## src/rtl/cdc_handshake_tx.sv

```systemverilog
// Source side of a 4-phase req/ack crossing: takes a word on valid/ready, holds it on
// x_data while x_req is high, and completes once the synchronized ack has risen and fallen.
module cdc_handshake_tx #(
  parameter int WIDTH      = 8,
  parameter int SYNC_DEPTH = 2
) (
  input  logic             clk,
  input  logic             reset,
  input  logic             in_valid,
  output logic             in_ready,
  input  logic [WIDTH-1:0] in_data,
  output logic             x_req,
  output logic [WIDTH-1:0] x_data,
  input  logic             x_ack,
  output logic             busy,
  output logic             done
);

  // state   | meaning
  // IDLE    | no transfer in flight; accepts once any stale ack has dropped
  // REQ     | x_req high, x_data held, waiting for the synchronized ack to rise
  // RELEASE | x_req low, waiting for the synchronized ack to fall
  typedef enum logic [1:0] {
    IDLE    = 2'd0,
    REQ     = 2'd1,
    RELEASE = 2'd2
  } state_t;

  state_t                state;
  logic [SYNC_DEPTH-1:0] ack_sync;
  logic                  ack_s;
  logic                  accept;

  // x_ack is only ever sampled by the first stage of this chain
  always_ff @(posedge clk or posedge reset) begin
    if (reset) ack_sync <= '0;
    else       ack_sync <= {ack_sync[SYNC_DEPTH-2:0], x_ack};
  end

  assign ack_s    = ack_sync[SYNC_DEPTH-1];
  assign in_ready = (state == IDLE) & ~ack_s;
  assign accept   = in_valid & in_ready;
  assign busy     = (state != IDLE);

  always_ff @(posedge clk or posedge reset) begin
    if (reset) begin
      state  <= IDLE;
      x_req  <= 1'b0;
      x_data <= '0;
      done   <= 1'b0;
    end else begin
      done <= 1'b0;
      case (state)
        IDLE: begin
          if (accept) begin
            x_data <= in_data;
            x_req  <= 1'b1;
            state  <= REQ;
          end
        end
        REQ: begin
          if (ack_s) begin
            x_req <= 1'b0;
            state <= RELEASE;
          end
        end
        RELEASE: begin
          if (!ack_s) begin
            done  <= 1'b1;
            state <= IDLE;
          end
        end
        default: state <= IDLE;
      endcase
    end
  end

endmodule

```

## config.mk

```make
export PLATFORM = sky130hd
export DESIGN_NAME = cdc_handshake_tx
export DESIGN_NICKNAME = d
export VERILOG_FILES = /design/src/rtl/cdc_handshake_tx.sv
export SDC_FILE = /design/constraint.sdc
export NUM_CORES = 1
export LEC_CHECK = 0
export CAP_MARGIN = 20
export CORE_MARGIN = 2
export CORE_UTILIZATION = 38
export DETAILED_ROUTE_END_ITERATION = 6
export PLACE_DENSITY = 0.81
export SKIP_CTS_REPAIR_TIMING = 1
export SLEW_MARGIN = 20
export SYNTH_ARGS = -nofsm -noshare
export SYNTH_HDL_FRONTEND = slang
export SYNTH_SLANG_ARGS = --single-unit
```

## constraint.sdc

```tcl
create_clock -name clk -period 1.65 [get_ports clk]
set_input_delay 0.33 -clock clk [delete_from_list [all_inputs] [get_ports clk]]
set_output_delay 0.33 -clock clk [all_outputs]
set_load 0.01 [all_outputs]
```

## Word-level counts from Yosys, hierarchy flattened

Cells that the tools add are included.

| storage, ports and cells | value |
|---|---|
| flip-flop bits (word level) | 14 |
| bits in latches | 0 |
| bits in writable memories | 0 |
| bits in read-only memories | 0 |
| input port bits | 12 |
| output and inout bits | 12 |
| logic and storage cells | 28 |
| memories kept | 0 |

| cells by class | value |
|---|---|
| $add $sub $neg | 0 |
| $mul | 0 |
| divide/modulo/power cells | 0 |
| $lt $le $gt $ge | 0 |
| equality and inequality tests | 5 |
| shift-type cells | 0 |
| mux-type cells | 9 |
| bitwise gates (word level) | 3 |
| reductions and logical operators | 6 |

Operators with widths:

| cell | number |
|---|---|
| 2-bit two-way mux | 3 |
| 2-bit inequality test (second input constant) | 3 |
| 2-bit one-hot mux with 3 select lines | 1 |
| 3-bit AND reduction | 2 |
| 1-bit two-way mux | 4 |
| 2-bit nonzero test | 2 |
| 1-bit bitwise AND | 2 |
| 2-bit by 1-bit equality test with 1-bit output (second input constant) | 1 |
| 2-bit equality test (second input constant) | 1 |
| 2-bit logical NOT | 1 |
| 1-bit one-hot mux with 2 select lines | 1 |
| 2-bit AND reduction | 1 |
| 1-bit inverter | 1 |

## Longest topological paths before layout

Gate-level depths: netlist of the first run.

| depth | value |
|---|---|
| depth after elaboration | 5 |
| depth in mapped cells | 2 |
| depth with buffers taken out | 2 |

## Least setup slack after synthesis of the first run

Ideal clock, no wire load.

| path | value |
|---|---|
| path type | register to register |
| start | register state[1] |
| end | register x_data[0] |
| setup time | 125 ps |
| data arrival time | 1305 ps |
| data required time | 1525 ps |
| setup slack | 220 ps |
| cell stages (with the launch flop) | 3 |
| path buffers | 0 |
| clock period less this slack | 1430 ps |
| cell sequence | dfrtp_1 > nor4b_4 > mux2_2 |

| on the way | value |
|---|---|
| cells in the longest elaborated chain, start to end | 4 |

Ends and longest elaborated chain:

| what | line | source |
|---|---|---|
| start, declared | 29 | `state_t state;` |
| start signal, assigned | 47 | `state <= IDLE;` |
| start signal, assigned | 58 | `state <= REQ;` |
| start signal, assigned | 64 | `state <= RELEASE;` |
| 2-bit logical NOT * | 41, 53 |  |
| 1-bit bitwise AND | 41 | `assign in_ready = (state == IDLE) & ~ack_s;` |
| 1-bit bitwise AND | 42 | `assign accept = in_valid & in_ready;` |
| 2-bit AND reduction (no source line) * | n/a |  |
| end signal, assigned | 56 | `x_data <= in_data;` |
| end, declared | 13 | `output logic [WIDTH-1:0] x_data,` |

Every way passes the cells marked *; elsewhere a longest branch is shown, timed or not.
A chain may end at the register's enable or synchronous reset.

## Worst setup path in the final report of the first run

| path | value |
|---|---|
| start | register x_req |
| end | output port x_req |

RTL lines:

| what | line | source |
|---|---|---|
| start, declared | 12 | `output logic x_req,` |
| start signal, assigned | 48 | `x_req <= 1'b0;` |
| start signal, assigned | 57 | `x_req <= 1'b1;` |
| start signal, assigned | 63 | `x_req <= 1'b0;` |

No word-level cell between the ends.

==> results of run 1 <==
state kept, by name, indices dropped and copies added (netlist names):
register,flops
x_data,8
ack_sync,2
state,2
x_req,1
done,1
power by group through the flow:
stage,registers [W],clock network (W),logic (W)
final,0.000451,0.000181,0.000329
after global routing,0.000463,0.000194,0.000352
after CTS,0.000454,0.000185,0.000336
after detailed placement,0.000458,0,0.000333
after global placement,0.000457,0,0.000327
after floorplan,0.000493,0,0.0000960
cells in the final DEF, fill, tap and decap left out:
cell type,n
clkdlybuf4s50_1,21
nor3_1,1
nor3b_1,1
mux2_2,8
nor4b_4,1
inv_1,1
dlymetal6s2s_1,2
buf_4,4
and2_1,1
nand2b_1,1
nor2_1,2
or2_2,1
dfrtp_1,14
a211o_1,1
xor2_1,1
clkbuf_4,3
nor2b_1,1
final cells by class:
cell class | instances | area, sq um
repair buffers | 27 | 265
fillers | 111 | 464
clock buffers | 3 | 22.5
multi-input cells | 19 | 176
well taps | 15 | 18.8
flip-flops and latches | 14 | 350
inverters | 1 | 3.75
kinds of logic (layout without fill, tap and decap cells):
logic type / count (synthesis) / count (layout) / synth area share, %
buf+inv: 1 / 31 / 0.707
compound gates: 1 / 1 / 1.65
simple gates: 9 / 9 / 13.0
flops: 14 / 14 / 66.0
mux: 8 / 8 / 17.0
xor+xnor: 1 / 1 / 1.65
layer usage:
| metal | global-route usage (%) | vias to the layer above |
|---|---|---|
| met2 | 25.0 | 19 |
| met1 | 18.3 | 179 |
| li1 | - | 179 |
| met5 | 0 | - |
| met3 | 3.72 | 0 |
| met4 | 2.42 | 0 |
per-stage QoR:
stage	power, W	TNS [ns]	worst slack, ns
floorplan	0.000589	0	0.220
global placement	0.000785	-0.00136	-0.00136
detailed placement	0.000792	-0.105	-0.0188
CTS	0.000975	-0.355	-0.249
global route	0.00101	0	0.0847
finish	0.000961	0	0.136
how the worst max path moves through the flow:
stage,startpoint,endpoint,slack (ns),cells after the start
floorplan,state[1],x_data[0],0.22,2
global placement,in_valid,x_data[0],-0.001,4
detailed placement,in_valid,x_data[2],-0.02,4
CTS,state[0],in_ready,-0.25,3
global route,x_req,x_req,0.08,1
finish,x_req,x_req,0.14,1
==> summary.md, run 1 <==
| Metric | Value |
|---|---|
| Hold wc startpoint | ack_sync[0] |
| Initial Util | 40.8% |
| Pwr per Cell Area | 1150 nW/um^2 |
| Detail Route met2 WL | 499 um |
| Max-slew violation count | 0 |
| Vias per std cell | 4.77 |
| Die height | 41.4 um |
| Leak pwr | 0.386 nW |
| Clock power share | 18.8% |
| Number of synthesis warnings | 0 |
| Die W | 41.4 um |
| DP Cell Count | 76 |
| Initial antenna violation count | 0 |
| Layout cell share with drive strength beyond 1 | 26.6% |
| WL met3 | 92 um |
| Post-synth top cells | 14 x dfrtp_1, 8 x mux2_2, 2 x nor2_1 |
| Total gr overflow | 0 |
| Post-route core utilization | 64.3% |
| Critical Path RT | 1.32 ns |
| Clock latency on the worst-skew pair | 0.27 ns |
| Top cell type by total area after synthesis | dfrtp_1 |
| Crit Path Max Fanout | 3 |
| Fmax | 0.660 GHz |
| Crit end category | output pin |
| Post-Syn Area | 531 sq um |
| Slowest stage delay, CP | 0.54 ns |
| Switching power | 0.000248 W |
| Critical path type | reg -> out |
| Fin. Hold Viols | 0 |
| Sw frac | 25.8% |
| First-pass GRT wire length | 1.59 mm |
| Metal-1 WL | 402 um |
| Count leader, synth | dfrtp_1 |
| DP HPWL | 759 um |
| Largest net degree at the start of global routing | 15 |
| Arr. time, crit path | 1.18 ns |
| Drt wl/cell | 12.6 um |
| Register-to-Register Path Depth | 4 |
| Ports | 24 |
| Post-synth EDFFs | 0 |
| Post-Syn Instances | 34 |
| Vias in the first global route | 374 |
| Number of H-tree levels | 1 |
| Sequential fraction of the synthesis area | 66.0% |
| ANT nets after route | 0 |
| Die area | 1710 sq um |
| Syn_nets | 46 |
| Flops & latches, synth | 14 |
| Max_cap viols | 0 |
| Port Buf Inserts | 23 |
| Reg-to-reg endpoint | x_data[2] |
| Synth async-reset ratio | 100% |
| Detailed Route Iter0 Violations | 10 |
| Root Driver | clkbuf_4 |
| # rows | 13 |
| Top post-synthesis cells by area | dfrtp_1 66%, mux2_2 17%, nor4b_4 4.5% |
| Unique masters post-synth | 13 |
| Worst-Margin Slew | 0.512 ns |
| CP max-delay cell | clkdlybuf4s50_1 |
| Final Cycle Share | 91.8% |
| Syn_area_per_cell | 15.6 sq um |
| Min Hold Slack | 0.351 ns |
| Clock Tree Buf Depth | 2 |
| Hold path cells | 0 |
| GRT Overall Usage | 14.4% |
| TritonRoute pass-1 iters | 3 |
| Status | completed |
| Setup Skew | 0.00915 ns |
| GPL Wtd Cong | 0.595 |
| RSZ-0062 raised after global routing | false |
| Clk pin slew, worst setup/hold paths | 0.08 ns |
| Combinational power share | 34.2% |
| CTS sink cnt | 14 |
| Hold Path Class | reg -> reg |
| Bufs and invs on worst path | 1 |
| Drt total wl | 994 um |
| Total core area | 1300 sq um |
| Period minus WS final | 1.51 ns |
| Top Layer Used | met3 |
| Drt drc | 0 |
| CTS tree | built |
| Worst Hold End | ack_sync[1] |
| Reg-to-reg startpoint | state[0] |
| Maximum vdd drop | 0.567 mV |
| Sequential power share | 47.0% |
| Cell family with most CP delay | buffers and inverters |
| Final Instance Area | 837 sq um |
| Synth top area share | 66.0% |
| Post-Layout Cell Count | 79 |
| Critical-path cell list | clkdlybuf4s50_1 |
| # diodes | 0 |
| Flop2flop setup slack | 0.20 ns |
| Nets@finish | 78 |
| Internal | 0.000713 W |
| Slew headroom | 65.8% |
| Num CTS Buffers | 3 |
| Final setup violating endpoints | 0 |
| Layout area overhead | 57.8% |
| Critical Path Start Type | flop |
| Synth Flop Type | dfrtp_1 |
| Via count | 377 |
| Post-place instance area | 810 sq um |
Note: power is estimated with default switching activity, not from simulation.
==> run 2: changes to the inputs <==
--- a/config.mk
+++ b/config.mk
@@ -10,6 +10,8 @@
 export CORE_UTILIZATION = 38
 export DETAILED_ROUTE_END_ITERATION = 6
 export PLACE_DENSITY = 0.81
+export RECOVER_POWER = 100
+export SETUP_SLACK_MARGIN = 0.2
 export SKIP_CTS_REPAIR_TIMING = 1
 export SLEW_MARGIN = 20
 export SYNTH_ARGS = -nofsm -noshare
==> summary.md, run 2 (synthesized netlist as in run 1, its figures left out) <==
| Metric | Value |
|---|---|
| Clock latency on the worst-skew pair | 0.27 ns (about the same) |
| GRT met2 Usage | 25.0% (unchanged) |
| Hold Path Class | reg -> reg |
| GR Layer Usage met3 | 3.72% (unchanged) |
| Final WS setup | 0.105 ns (-0.0309 ns) |
| Slew headroom | 65.9% (about the same) |
| Top reg by flops | x_data |
| Via count | 381 (+1.1%) |
| Setup Skew | 0.00870 ns (-0.000445 ns) |
| Total Power | 0.000931 W (-3.1%) |
| Layer with the highest usage | met2 |
| Biggest regs | x_data: 8 flops, ack_sync: 2 flops, state: 2 flops |
| Fin. Hold Viols | 0 (unchanged) |
| Worst slack, placed | -0.0188 ns (unchanged) |
| # rows | 13 (unchanged) |
| Layout area overhead | 55.9% |
| Flop2flop setup slack | 0.15 ns (-0.05 ns) |
| Fill count | 113 (+1.8%) |
| Vias per std cell | 4.82 (+1.1%) |
| CTS sink cnt | 14 (unchanged) |
| Total core area | 1300 sq um (unchanged) |
| Status | completed |
| Root Driver | clkbuf_4 |
| GPL Wtd Cong | 0.595 (unchanged) |
| Die area | 1710 sq um (unchanged) |
| Period minus WS final | 1.55 ns (+0.0309 ns) |
| Critical Path Start Type | flop |
| Reg-to-reg startpoint | state[0] |
| Highest-count cells in the layout ignoring fill and taps | 14 x dfrtp_1, 9 x clkdlybuf4s50_1, 9 x clkdlybuf4s25_1, 8 x mux2_2 |
| DP HPWL | 759 um (unchanged) |
| Detailed Route Iter0 Violations | 5 (-5) |
| Layout cell share with drive strength beyond 1 | 25.0% (-1.6 points) |
| Sw frac | 26.7% (+0.96 points) |
| Ports | 24 (unchanged) |
| Crit end category | output pin |
| RSZ-0062 raised after global routing | true |
| Final setup violating endpoints | 0 (unchanged) |
| Crit Path Max Fanout | 2 (-1) |
| Met1 Use GR | 18.3% (unchanged) |
| Arr. time, crit path | 1.22 ns (+0.04 ns) |
| Drt drc | 0 (unchanged) |
| Maximum vdd drop | 0.559 mV (-1.4%) |
| Critical path type | reg -> out |
| Critical Path RT | 1.32 ns (about the same) |
| Initial antenna violation count | 0 (unchanged) |
| First-pass GRT wire length | 1.59 mm (unchanged) |
| Slowest stage delay, CP | 0.37 ns (-0.17 ns) |
| Hold path cells | 0 (unchanged) |
| Number of H-tree levels | 1 (unchanged) |
| Pwr per Cell Area | 1130 nW/um^2 (-1.9%) |
| Worst Hold End | ack_sync[1] |
| Total gr overflow | 0 (unchanged) |
| Max-slew violation count | 0 (unchanged) |
| Vias in the first global route | 374 (unchanged) |
| Clock power share | 19.5% (+0.7 points) |
| Sequential power share | 48.7% (+1.7 points) |
| Hold wc startpoint | ack_sync[0] |
| ANT nets after route | 0 (unchanged) |
| CP max-delay cell | dfrtp_1 |
| Fmax | 0.647 GHz (-2.0%) |
| Drt total wl | 1.00 mm (+0.91%) |
| Cell family with most CP delay | flip-flops |
| Bufs and invs on worst path | 1 (unchanged) |
| Worst-Margin Slew | 0.511 ns (-0.000816 ns) |
| Leak pwr | 0.378 nW (-2.2%) |
| Die height | 41.4 um (unchanged) |
| Initial Util | 40.8% (unchanged) |
| Setup_tns | 0 ns (unchanged) |
| Clock Tree Buf Depth | 2 (unchanged) |
| Num CTS Buffers | 3 (unchanged) |
| Max_cap viols | 0 (unchanged) |
| Max FFs per register | 8 (unchanged) |
| Commonest non-fill, non-tap cell in the layout | dfrtp_1 |
| Nets@finish | 78 (unchanged) |
| Largest net degree at the start of global routing | 15 (unchanged) |
| # diodes | 0 (unchanged) |
| Die W | 41.4 um (unchanged) |
| Final Cycle Share | 93.6% (+1.9 points) |
| GRT Overall Usage | 14.4% (unchanged) |
| Combinational power share | 31.8% (-2.4 points) |
| Reg-to-reg endpoint | x_data[2] |
| Register-to-Register Path Depth | 4 (unchanged) |
| Critical-path cell list | or2_2, dlymetal6s4s_1 |
| Post-route core utilization | 63.6% (-0.77 points) |
| Drt wl/cell | 12.7 um (+0.91%) |
| CTS tree | built |
| Clk pin slew, worst setup/hold paths | 0.07 ns (about the same) |
| TritonRoute pass-1 iters | 4 (+1) |
| Internal | 0.000682 W (-4.4%) |
| Switching power | 0.000249 W (+0.51%) |
| Port Buf Inserts | 23 (unchanged) |
==> run 2: cell types whose count changed in the layout (fill, tap and decap cells not counted) <==
cell             delta
clkdlybuf4s50_1    -12
buf_4               -1
dlymetal6s4s_1      +1
dlymetal6s2s_1      -1
clkdlybuf4s25_1     +9
and2_0              +1
clkbuf_1            +2
and2_1              -1
dlygate4sd3_1       +2
==> run 2: cell type report <==
cell class	count	area [sq um]	area share, %
flip-flops and latches	14	350	42.4
repair buffers	27	255	30.9
multi-input cells	19	176	21.3
clock buffers	3	22.5	2.72
well taps	15	18.8	2.27
inverters	1	3.75	0.454
==> run 2: worst max path at each step <==
stage / start / endpoint / slack [ns] / depth (start not counted)
global placement: in_valid / x_data[0] / -0.001 / 4
finish: state[1] / busy / 0.10 / 2
detailed placement: in_valid / x_data[2] / -0.02 / 4
global route: state[1] / busy / 0.07 / 2
floorplan: state[1] / x_data[0] / 0.22 / 2
CTS: state[0] / in_ready / -0.25 / 3
==> run 2: per-layer routing <==
| metal | up-vias | share of wire, % |
|---|---|---|
| li1 | 178 | - |
| met1 | 184 | 40 |
| met2 | 19 | 51 |
| met3 | 0 | 8.9 |
| met4 | 0 | 0 |
| met5 | - | 0 |
==> run 2: power by group through the flow <==
| stage | logic [W] | registers (W) | clock network, W |
|---|---|---|---|
| global route | 0.000319 | 0.000465 | 0.000194 |
| detailed placement | 0.000333 | 0.000458 | 0 |
| finish | 0.000296 | 0.000453 | 0.000181 |
| global placement | 0.000327 | 0.000457 | 0 |
| CTS | 0.000336 | 0.000454 | 0.000185 |
| floorplan | 0.0000960 | 0.000493 | 0 |
==> run 2: per-stage QoR <==
stage / cell area, sq um / hold slack, ns / cells
final: 827 / 0.352 / 79
after detailed placement: 810 / 0.337 / 76
after global routing: 827 / 0.360 / 79
after global placement: 810 / 0.334 / 76
after floorplan: 531 / 0.219 / 34
after CTS: 832 / 0.353 / 79
